$ cat config.mk
export PLATFORM = sky130hd
export DESIGN_NAME = uart_tx_arbiter_flat
export DESIGN_NICKNAME = d
export VERILOG_FILES = /design/src/rtl/uart_tx_arbiter_if.sv /design/src/rtl/uart_tx_arbiter.sv /design/src/flat_wrapper.sv
export SDC_FILE = /design/constraint.sdc
export NUM_CORES = 1
export LEC_CHECK = 0
export ABC_AREA = 0
export BUFFER_PORTS_ARGS = -buffer_cell sky130_fd_sc_hd__clkbuf_2
export CAP_MARGIN = 20
export CORE_ASPECT_RATIO = 1.25
export CORE_UTILIZATION = 35
export CTS_BUF_LIST = sky130_fd_sc_hd__clkbuf_2
export CTS_CLUSTER_DIAMETER = 50
export CTS_CLUSTER_SIZE = 25
export DETAILED_ROUTE_END_ITERATION = 12
export GPL_TIMING_DRIVEN = 0
export HOLD_SLACK_MARGIN = 0.06
export PLACE_DENSITY = 0.7
export SLEW_MARGIN = 20
export SYNTH_ARGS = -nofsm -noshare
export SYNTH_HDL_FRONTEND = slang
export SYNTH_SLANG_ARGS = --single-unit
export TNS_END_PERCENT = 50
$ cat constraint.sdc
create_clock -name clk -period 2.6 [get_ports clk]
set_clock_uncertainty 0.1 [all_clocks]
set_input_delay 0.52 -clock clk [delete_from_list [all_inputs] [get_ports clk]]
set_output_delay 0.52 -clock clk [all_outputs]
set_load 0.01 [all_outputs]
$ cat src/rtl/uart_tx_arbiter_if.sv
// Handshake bundle joining two byte requesters, the arbiter and a UART transmitter.
interface uart_tx_arbiter_if;
    logic       cts;
    logic       req0_valid;
    logic [7:0] req0_data;
    logic       req0_last;
    logic       req0_ready;
    logic       req1_valid;
    logic [7:0] req1_data;
    logic       req1_last;
    logic       req1_ready;
    logic       tx_valid;
    logic [7:0] tx_data;
    logic       tx_ready;
    logic [1:0] grant;
    logic       timeout_err;

    modport master (
        output cts,
        output req0_valid, req0_data, req0_last,
        input  req0_ready,
        output req1_valid, req1_data, req1_last,
        input  req1_ready,
        input  tx_valid, tx_data,
        output tx_ready,
        input  grant, timeout_err
    );

    modport slave (
        input  cts,
        input  req0_valid, req0_data, req0_last,
        output req0_ready,
        input  req1_valid, req1_data, req1_last,
        output req1_ready,
        output tx_valid, tx_data,
        input  tx_ready,
        output grant, timeout_err
    );
endinterface

$ cat src/rtl/uart_tx_arbiter.sv
// Packet-granular round-robin arbiter of two byte streams onto one UART transmitter,
// with a stall watchdog that revokes a grant whose owner stops offering bytes.
module uart_tx_arbiter #(
    parameter int unsigned TIMEOUT = 1023
) (
    input logic              clk,
    input logic              reset,
    uart_tx_arbiter_if.slave bus
);
    localparam logic [15:0] LIMIT = 16'(TIMEOUT);

    typedef enum logic {IDLE, BUSY} state_t;

    state_t      state, state_nx;
    logic        owner, owner_nx;
    logic        rptr, rptr_nx;
    logic [15:0] stall, stall_nx;

    logic        busy;
    logic        sel_valid;
    logic        sel_last;
    logic [7:0]  sel_data;
    logic        link_ok;
    logic        xfer;
    logic        expired;

    always_ff @(posedge clk or posedge reset) begin
        if (reset) begin
            state <= IDLE;
            owner <= 1'b0;
            rptr  <= 1'b0;
            stall <= '0;
        end else begin
            state <= state_nx;
            owner <= owner_nx;
            rptr  <= rptr_nx;
            stall <= stall_nx;
        end
    end

    // Owner's stream is passed straight through; the other side is ignored.
    always_comb begin
        busy      = (state == BUSY);
        sel_valid = owner ? bus.req1_valid : bus.req0_valid;
        sel_last  = owner ? bus.req1_last  : bus.req0_last;
        sel_data  = owner ? bus.req1_data  : bus.req0_data;
        link_ok   = busy && bus.cts;
        xfer      = link_ok && sel_valid && bus.tx_ready;
        expired   = busy && (stall == LIMIT) && !xfer;

        bus.tx_valid    = link_ok && sel_valid;
        bus.tx_data     = busy ? sel_data : 8'h00;
        bus.req0_ready  = link_ok && !owner && bus.tx_ready;
        bus.req1_ready  = link_ok && owner && bus.tx_ready;
        bus.grant       = busy ? (owner ? 2'b10 : 2'b01) : 2'b00;
        bus.timeout_err = expired;
    end

    always_comb begin
        state_nx = state;
        owner_nx = owner;
        rptr_nx  = rptr;
        stall_nx = stall;
        unique case (state)
            IDLE: begin
                stall_nx = '0;
                if (bus.req0_valid || bus.req1_valid) begin
                    state_nx = BUSY;
                    owner_nx = (bus.req0_valid && bus.req1_valid) ?
                               rptr : bus.req1_valid;
                end
            end
            BUSY: begin
                // Only an idle owner with an open link counts as a stall.
                if (xfer)
                    stall_nx = '0;
                else if (bus.cts && !sel_valid)
                    stall_nx = stall + 16'd1;
                if ((xfer && sel_last) || expired) begin
                    state_nx = IDLE;
                    rptr_nx  = !owner;
                end
            end
        endcase
    end
endmodule

$ cat src/flat_wrapper.sv
// flat-port wrapper written by rule: the top's interface ports become plain ports
module uart_tx_arbiter_flat 
#(
    parameter int unsigned TIMEOUT = 1023
)
  (clk, reset, bus_cts, bus_req0_valid, bus_req0_data, bus_req0_last, bus_req0_ready, bus_req1_valid, bus_req1_data, bus_req1_last, bus_req1_ready, bus_tx_valid, bus_tx_data, bus_tx_ready, bus_grant, bus_timeout_err);
  uart_tx_arbiter_if bus_i ();
  input logic clk;
  input logic reset;
  input wire logic [$bits(bus_i.cts)-1:0] bus_cts;
  input wire logic [$bits(bus_i.req0_valid)-1:0] bus_req0_valid;
  input wire logic [$bits(bus_i.req0_data)-1:0] bus_req0_data;
  input wire logic [$bits(bus_i.req0_last)-1:0] bus_req0_last;
  output wire logic [$bits(bus_i.req0_ready)-1:0] bus_req0_ready;
  input wire logic [$bits(bus_i.req1_valid)-1:0] bus_req1_valid;
  input wire logic [$bits(bus_i.req1_data)-1:0] bus_req1_data;
  input wire logic [$bits(bus_i.req1_last)-1:0] bus_req1_last;
  output wire logic [$bits(bus_i.req1_ready)-1:0] bus_req1_ready;
  output wire logic [$bits(bus_i.tx_valid)-1:0] bus_tx_valid;
  output wire logic [$bits(bus_i.tx_data)-1:0] bus_tx_data;
  input wire logic [$bits(bus_i.tx_ready)-1:0] bus_tx_ready;
  output wire logic [$bits(bus_i.grant)-1:0] bus_grant;
  output wire logic [$bits(bus_i.timeout_err)-1:0] bus_timeout_err;
  assign bus_i.cts = bus_cts;
  assign bus_i.req0_valid = bus_req0_valid;
  assign bus_i.req0_data = bus_req0_data;
  assign bus_i.req0_last = bus_req0_last;
  assign bus_req0_ready = bus_i.req0_ready;
  assign bus_i.req1_valid = bus_req1_valid;
  assign bus_i.req1_data = bus_req1_data;
  assign bus_i.req1_last = bus_req1_last;
  assign bus_req1_ready = bus_i.req1_ready;
  assign bus_tx_valid = bus_i.tx_valid;
  assign bus_tx_data = bus_i.tx_data;
  assign bus_i.tx_ready = bus_tx_ready;
  assign bus_grant = bus_i.grant;
  assign bus_timeout_err = bus_i.timeout_err;
  uart_tx_arbiter #(.TIMEOUT(TIMEOUT)) u_core (.clk(clk), .reset(reset), .bus(bus_i));
endmodule
## Word level (Yosys, flattened, before mapping)

Cells that the tools add are included.

| storage, ports and cells | value |
|---|---|
| register bits after elaboration | 19 |
| bits in latches | 0 |
| bits in writable memories | 0 |
| ROM bits | 0 |
| bits of input ports | 24 |
| output and inout port bits | 14 |
| logic and storage cells | 40 |
| memories kept | 0 |

| operators by class | value |
|---|---|
| add/sub/neg operators | 1 |
| multiply operators | 0 |
| div/mod/pow operators | 0 |
| magnitude comparators | 0 |
| eq/ne operators | 2 |
| shifts and indexed selects | 0 |
| mux-type cells | 13 |
| bitwise gates (word level) | 1 |
| reductions and logical operators | 19 |

Operators with widths:

| cell | count |
|---|---|
| two-way mux 16 bit | 2 |
| case mux 16 bit (2 select lines) | 1 |
| adder 16 x 1 -> 16 bit, second input constant | 1 |
| == test 16 x 10 -> 1 bit, second input constant | 1 |
| two-way mux 8 bit | 2 |
| logical AND 1 bit | 12 |
| two-way mux 1 bit | 5 |
| two-way mux 2 bit | 2 |
| AND reduction 2 bit | 2 |
| logical NOT 1 bit | 3 |
| inequality test 3 bit, second input constant | 1 |
| logical OR 1 bit | 2 |
| case mux 1 bit (2 select lines) | 1 |
| NOT 1 bit | 1 |

## Longest topological paths before layout

Gate-level depths: netlist (run 1).

| depth | value |
|---|---|
| depth after elaboration | 8 |
| depth in mapped cells | 5 |
| mapped depth without buffers | 5 |

## Worst setup path after synthesis (run 1)

Ideal clock, no wire load.

| path | value |
|---|---|
| kind | flip-flop to output port |
| start | register u_core.owner |
| end | output port bus_timeout_err |
| arrival time | 1.060 ns |
| data required time | 1.980 ns |
| setup slack | 0.920 ns |
| cell stages (with the launch flop) | 4 |
| buffers on the path | 0 |
| cell sequence | dfrtp_1 mux2i_4 o211ai_2 nor2_1 |

| on the way | value |
|---|---|
| longest elaborated chain between the ends | 5 |

RTL lines:

| element | line | source |
|---|---|---|
| start: declaration | uart_tx_arbiter.sv:15 | `logic owner, owner_nx;` |
| start signal: assignment | uart_tx_arbiter.sv:35 | `owner <= owner_nx;` |
| two-way mux 1 bit | uart_tx_arbiter.sv:44 | `sel_valid = owner ? bus.req1_valid : bus.req0_valid;` |
| logical AND 1 bit (2 in series) | uart_tx_arbiter.sv:48 | `xfer = link_ok && sel_valid && bus.tx_ready;` |
| logical NOT 1 bit | uart_tx_arbiter.sv:49 | `expired = busy && (stall == LIMIT) && !xfer;` |
| logical AND 1 bit | uart_tx_arbiter.sv:49 |  |
| end: declaration | flat_wrapper.sv:23 | `output wire logic [$bits(bus_i.timeout_err)-1:0] bus_timeout_err;` |

Every way passes these cells.

## Final worst setup path (run 1)

Ends and elaborated chain as after synthesis.

==> results.cfg, run 1 <==
[critical_path]
cp_max_fo = 6
worst_setup_path_end_kind = output pin
required_ns = 1.98
r2r_setup_slack_ns = 0.69
critPathArrivalTime_ns = 1.66
cp-start-kind = register
critPathKind = reg2out

[power]
powerDensity_mw_per_mm2 = 627
vdd_drop_max_v = 0.000529
switching_power_mw = 0.385
power.leakage_nw = 0.762
seq_power_share_pct = 40.4
switching_share_pct = 41.0
power_frac_clock_pct = 14.8
combPwrFrac_pct = 44.8
intPower_mw = 0.554

[timing]
setup_viol = 0
holdWs_ns = 0.125
min_period_ns = 2.28
slew_viol_final = 0
rsz0062_at_grt = no
fin_tns_setup_ns = 0
fin_ws_ns = 0.324
finalHoldViolCount = 0
relSlewSlack_pct = 52.6
worst_pin_slew_ns = 0.710
fmax_ghz = 0.439
finalCritPeriodShare_pct = 87.5

[global_route]
grt_max_degree = 20
grt_pass1_vias = 1186
antenna_found_initial = 0
grt_overflow_total = 0
grt_pass1_wl_mm = 5.13
grt.total_usage_pct = 17.3

[synth]
synthFlopType = dfrtp_1
synthTopCellsByCount = nor2_1, dfrtp_1, nand3_1, nand2_1, nand4_1
yosys_warnings = 0
synth.most_common_cell = nor2_1
synth.top_cell.area_share_pct = 38.2
synth_area_sq_mm = 0.00124
synthCells = 145
synth_nets = 170
synth-edff-count = 0
synth.distinct_cells = 34
synth_async_sr_flop_share_pct = 100
synth_area_leaders = dfrtp_1, nor2_1, mux2i_1, nand4_1, xor2_1
synth.largest_area_cell = dfrtp_1
synth-seq-cells = 19
syn_avg_cell_area_sq_um = 8.58
ys_seq_area_share_pct = 38.2

[clocking]
clk_latency_ns = 0.34
hold_buffers = 0
cts-root-buf = clkbuf_2
cts_tree = built
path_clk_slew_ns = 0.22
cts_buffers = 3
cts-resized-gates = 0
cts_setup_buffers = 0
cts.sinks = 19
clockBufferDepth = 2
htree_levels = 1

[placement]
pre_cts_slack_ns = 0.625
dp_hpwl_mm = 2.23
port_buffers = 37
routabilityCongestion = 0.760
placed_area_sq_mm = 0.00148

[status]
status = complete, no violations

[detailed_routing]
drt_first_pass_iters = 4
vias = 1236
avgRoutedWirePerCell_um = 13.1
dr.first_iter.drc_count = 26
wirelength_mm = 2.92
route.detailed.drc = 0
drt-vias-per-instance = 5.54
ant_nets = 0

[finish]
drive_gt1_share_pct = 26.3
regArea_sq_um = 475
final_util_pct = 45.3
multiInputGateArea_sq_um = 719
fin_area_sq_mm = 0.00150
syn2layout_area_growth_pct = 20.4
nFillCells = 334
final_nets = 212
diodes = 0

[run]
maxCapViolCount = 0

[floorplanning]
rows = 23
start_util_pct = 37.6
core_area_sq_mm = 0.00331
io-pin-count = 38
die_height_um = 68.6
die_x_um = 55.3
dieArea_sq_mm = 0.00380

[min_path]
hold_path_class = in2async
## cells by family (layout without fill, tap and decap cells)
group / count (synthesis) / in the layout / share of synthesized area (%)
flops: 19 / 19 / 38.2
compound gates: 19 / 19 / 10.2
fa+ha+maj: 1 / 1 / 1.01
mux: 10 / 10 / 9.15
simple gates: 79 / 79 / 32.6
buf+inv: 10 / 51 / 3.92
xor+xnor: 7 / 7 / 4.93
## metrics by stage
stage          cells  power, mW
2_1_floorplan    145      0.670
3_3_place_gp     219      0.800
3_5_place_dp     219      0.804
4_1_cts          223      0.942
5_1_grt          223       1.01
6_report         223      0.939
## power by group through the flow
stage / clock, mW / sequential, mW / combinational (mW)
floorplan: 0 / 0.374 / 0.296
global placement: 0 / 0.382 / 0.417
detailed placement: 0 / 0.385 / 0.419
CTS: 0.139 / 0.379 / 0.424
global route: 0.162 / 0.385 / 0.468
finish: 0.139 / 0.379 / 0.421
## critical path, stage by stage, from the launching register on
cell      delay, ns
dfrtp_1        0.53
mux2i_4        0.39
o211ai_2       0.14
nor2_1         0.11
clkbuf_2       0.14
## cell usage in the layout (no fill, tap or decap), drive strengths merged, types with 5 or more instances in the layout
| master | Yosys | layout |
|---|---|---|
| xor2 | 7 | 7 |
| a21oi | 5 | 5 |
| and3 | 7 | 7 |
| nand4 | 10 | 10 |
| mux2i | 9 | 9 |
| dfrtp | 19 | 19 |
| nand2 | 10 | 10 |
| nand3 | 13 | 13 |
| nor2 | 23 | 23 |
| clkbuf | 2 | 42 |
## layer usage
metal  track usage [%]  share of wire [%]  vias up  wire [um]
met2              32.2                 49       45       1440
met3              2.43                5.0        5        147
met4              9.38                1.3        0         39
met5                 0                  0        -          0
met1              19.4                 44      580       1290
li1                  -                  -      606          -
## final timing paths
kind / to / cells after the start / from
min in group clk: u_core.owner / 2 / bus_req0_valid
hold reg to reg: u_core.rptr / 1 / u_core.rptr
max in group asynchronous: u_core.stall[15] / 2 / reset
hold / removal: u_core.stall[2] / 2 / reset
setup reg to reg: u_core.stall[12] / 4 / u_core.owner
setup / recovery: bus_timeout_err / 4 / u_core.owner
## area by class of cell
class                           instances  share of cell area [%]
Inverter                                4                    1.00
Buffer                                  6                    2.26
Clock inverter                          1                   0.501
Clock buffer                            3                    1.00
Tap cell                               37                    3.09
Multi-Input combinational cell        116                    48.0
Timing Repair Buffer                   37                    12.4
Sequential cell                        19                    31.7
## state kept, by name (all words and copies together), names as in the netlist
register / flops
u_core.stall: 16
u_core.busy: 1
u_core.owner: 1
u_core.rptr: 1
(Power assumes the default switching activity.)
==> run 2, diff against run 1 <==
--- a/config.mk
+++ b/config.mk
@@ -8,6 +8,8 @@
 export ABC_AREA = 0
 export BUFFER_PORTS_ARGS = -buffer_cell sky130_fd_sc_hd__clkbuf_2
 export CAP_MARGIN = 20
+export CELL_PAD_IN_SITES_DETAIL_PLACEMENT = 0
+export CELL_PAD_IN_SITES_GLOBAL_PLACEMENT = 1
 export CORE_ASPECT_RATIO = 1.25
 export CORE_UTILIZATION = 35
 export CTS_BUF_LIST = sky130_fd_sc_hd__clkbuf_2
@@ -16,7 +18,7 @@
 export DETAILED_ROUTE_END_ITERATION = 12
 export GPL_TIMING_DRIVEN = 0
 export HOLD_SLACK_MARGIN = 0.06
-export PLACE_DENSITY = 0.7
+export PLACE_DENSITY = 0.87
 export SLEW_MARGIN = 20
 export SYNTH_ARGS = -nofsm -noshare
 export SYNTH_HDL_FRONTEND = slang
==> run 2 against run 1 <==
Net effect:
- clock power is 8% lower
- via count is 0.89% lower
- worst hold slack better by 0.046 ns
- fmax is 2.5% higher
- sequential power hardly changed
- critical endpoint unchanged
==> results.cfg, run 2 (synthesized netlist as in run 1, its figures left out) <==
[placement]
place_inst = 219
port_buffers = 37
pre_cts_slack_ns = 0.633
routabilityCongestion = 0.796
placed_area_sq_mm = 0.00148
dp_hpwl_mm = 2.26

[critical_path]
r2r_setup_slack_ns = 0.74
path_cells = and4_1 -> buf_2 -> nand4_1 -> nor2_1 -> clkbuf_2
rr_worst_depth = 4
critPathMaxStageDelay_ns = 0.46
timing.rr.end = u_core.stall[12]
required_ns = 1.98
critical_path.slowest_cell = dfrtp_1
r2r-start = u_core.owner
critPathKind = reg2out
cp-start-kind = register
critPathArrivalTime_ns = 1.60
worst_setup_path_end_kind = output pin
cp_max_fo = 7

[finish]
largest_register_ffs = 16
regArea_sq_um = 475
fin_area_sq_mm = 0.00150
final_common_cell = clkbuf_2
syn2layout_area_growth_pct = 20.2
final_util_pct = 45.2
top_register = u_core.stall
layoutNonFillerInstCount = 223
final_nets = 212
multiInputGateArea_sq_um = 719
nFillCells = 302
diodes = 0
drive_gt1_share_pct = 26.3
final_cell_mix = clkbuf_2, nor2_1, dfrtp_1, nand3_1

[min_path]
hold_path_class = in2async

[status]
status = complete, no violations

[timing]
rsz0062_at_grt = no
relSlewSlack_pct = 54.4
slew_viol_final = 0
worst_pin_slew_ns = 0.683
holdWs_ns = 0.171
finalHoldViolCount = 0
min_period_ns = 2.22
fin_tns_setup_ns = 0
setup_viol = 0
fmax_ghz = 0.450
finalCritPeriodShare_pct = 85.4
fin_ws_ns = 0.379

[power]
vdd_drop_max_v = 0.000409
power.leakage_nw = 0.766
finalPower_mw = 0.928
powerDensity_mw_per_mm2 = 621

[floorplanning]
rows = 23
die_height_um = 68.6
dieArea_sq_mm = 0.00380
core_area_sq_mm = 0.00331
start_util_pct = 37.6
die_x_um = 55.3
io-pin-count = 38

[clocking]
cts_buffers = 3
cts_tree = built
cts_setup_buffers = 0
cts-root-buf = clkbuf_2
clk_latency_ns = 0.29
path_clk_slew_ns = 0.18
htree_levels = 1
cts.sinks = 19
cts-resized-gates = 0
clockBufferDepth = 2
hold_buffers = 0

[global_route]
grt_pass1_vias = 1202
antenna_found_initial = 0
grt.total_usage_pct = 16.1
grt_pass1_wl_mm = 4.89
grt_overflow_total = 0
grt_max_degree = 20

[detailed_routing]
vias = 1225
dr.first_iter.drc_count = 32
drt_first_pass_iters = 4
wirelength_mm = 2.83
ant_nets = 0
avgRoutedWirePerCell_um = 12.7
drt-vias-per-instance = 5.49
route.detailed.drc = 0

[run]
maxCapViolCount = 0
run 2: changes by cell type in the layout (fill, tap and decap cells not counted), sizes merged:
cell      change
clkbuf        +1
clkinvlp      -1
run 2: layer usage:
layer	global-route usage (%)	wire, um
met1	18.1	1220
met4	7.50	25
met2	30.7	1460
met5	0	0
met3	2.05	134
run 2: worst max-delay path, delay by kind of cell, from the launching register on:
kind | cells | cell delay, ns
DFF | 1 | 0.46
buffers and inverters | 2 | 0.32
and+or+nand+nor | 3 | 0.53
run 2: layout make-up:
type,instances,area share [%]
inverters,4,1.00
well taps,37,3.10
plain buffers,6,2.26
repair buffers,37,12.4
multi-input cells,116,48.1
flip-flops and latches,19,31.8
clock buffers,4,1.34
run 2: worst max path at each step:
stage / start / to / slack [ns] / cells after the start
after floorplan: u_core.owner / bus_timeout_err / 0.92 / 3
after global placement: bus_cts / bus_tx_valid / 0.63 / 5
after detailed placement: bus_cts / bus_tx_valid / 0.63 / 5
after CTS: u_core.stall[3] / bus_timeout_err / 0.36 / 5
after global routing: u_core.busy / bus_tx_data[2] / 0.23 / 5
final: u_core.stall[3] / bus_timeout_err / 0.38 / 5
run 2: report_power, final:
part           internal, mW  switching (mW)  total [mW]
registers             0.334          0.0473       0.381
clock network        0.0408          0.0873       0.128
logic                 0.184           0.235       0.419
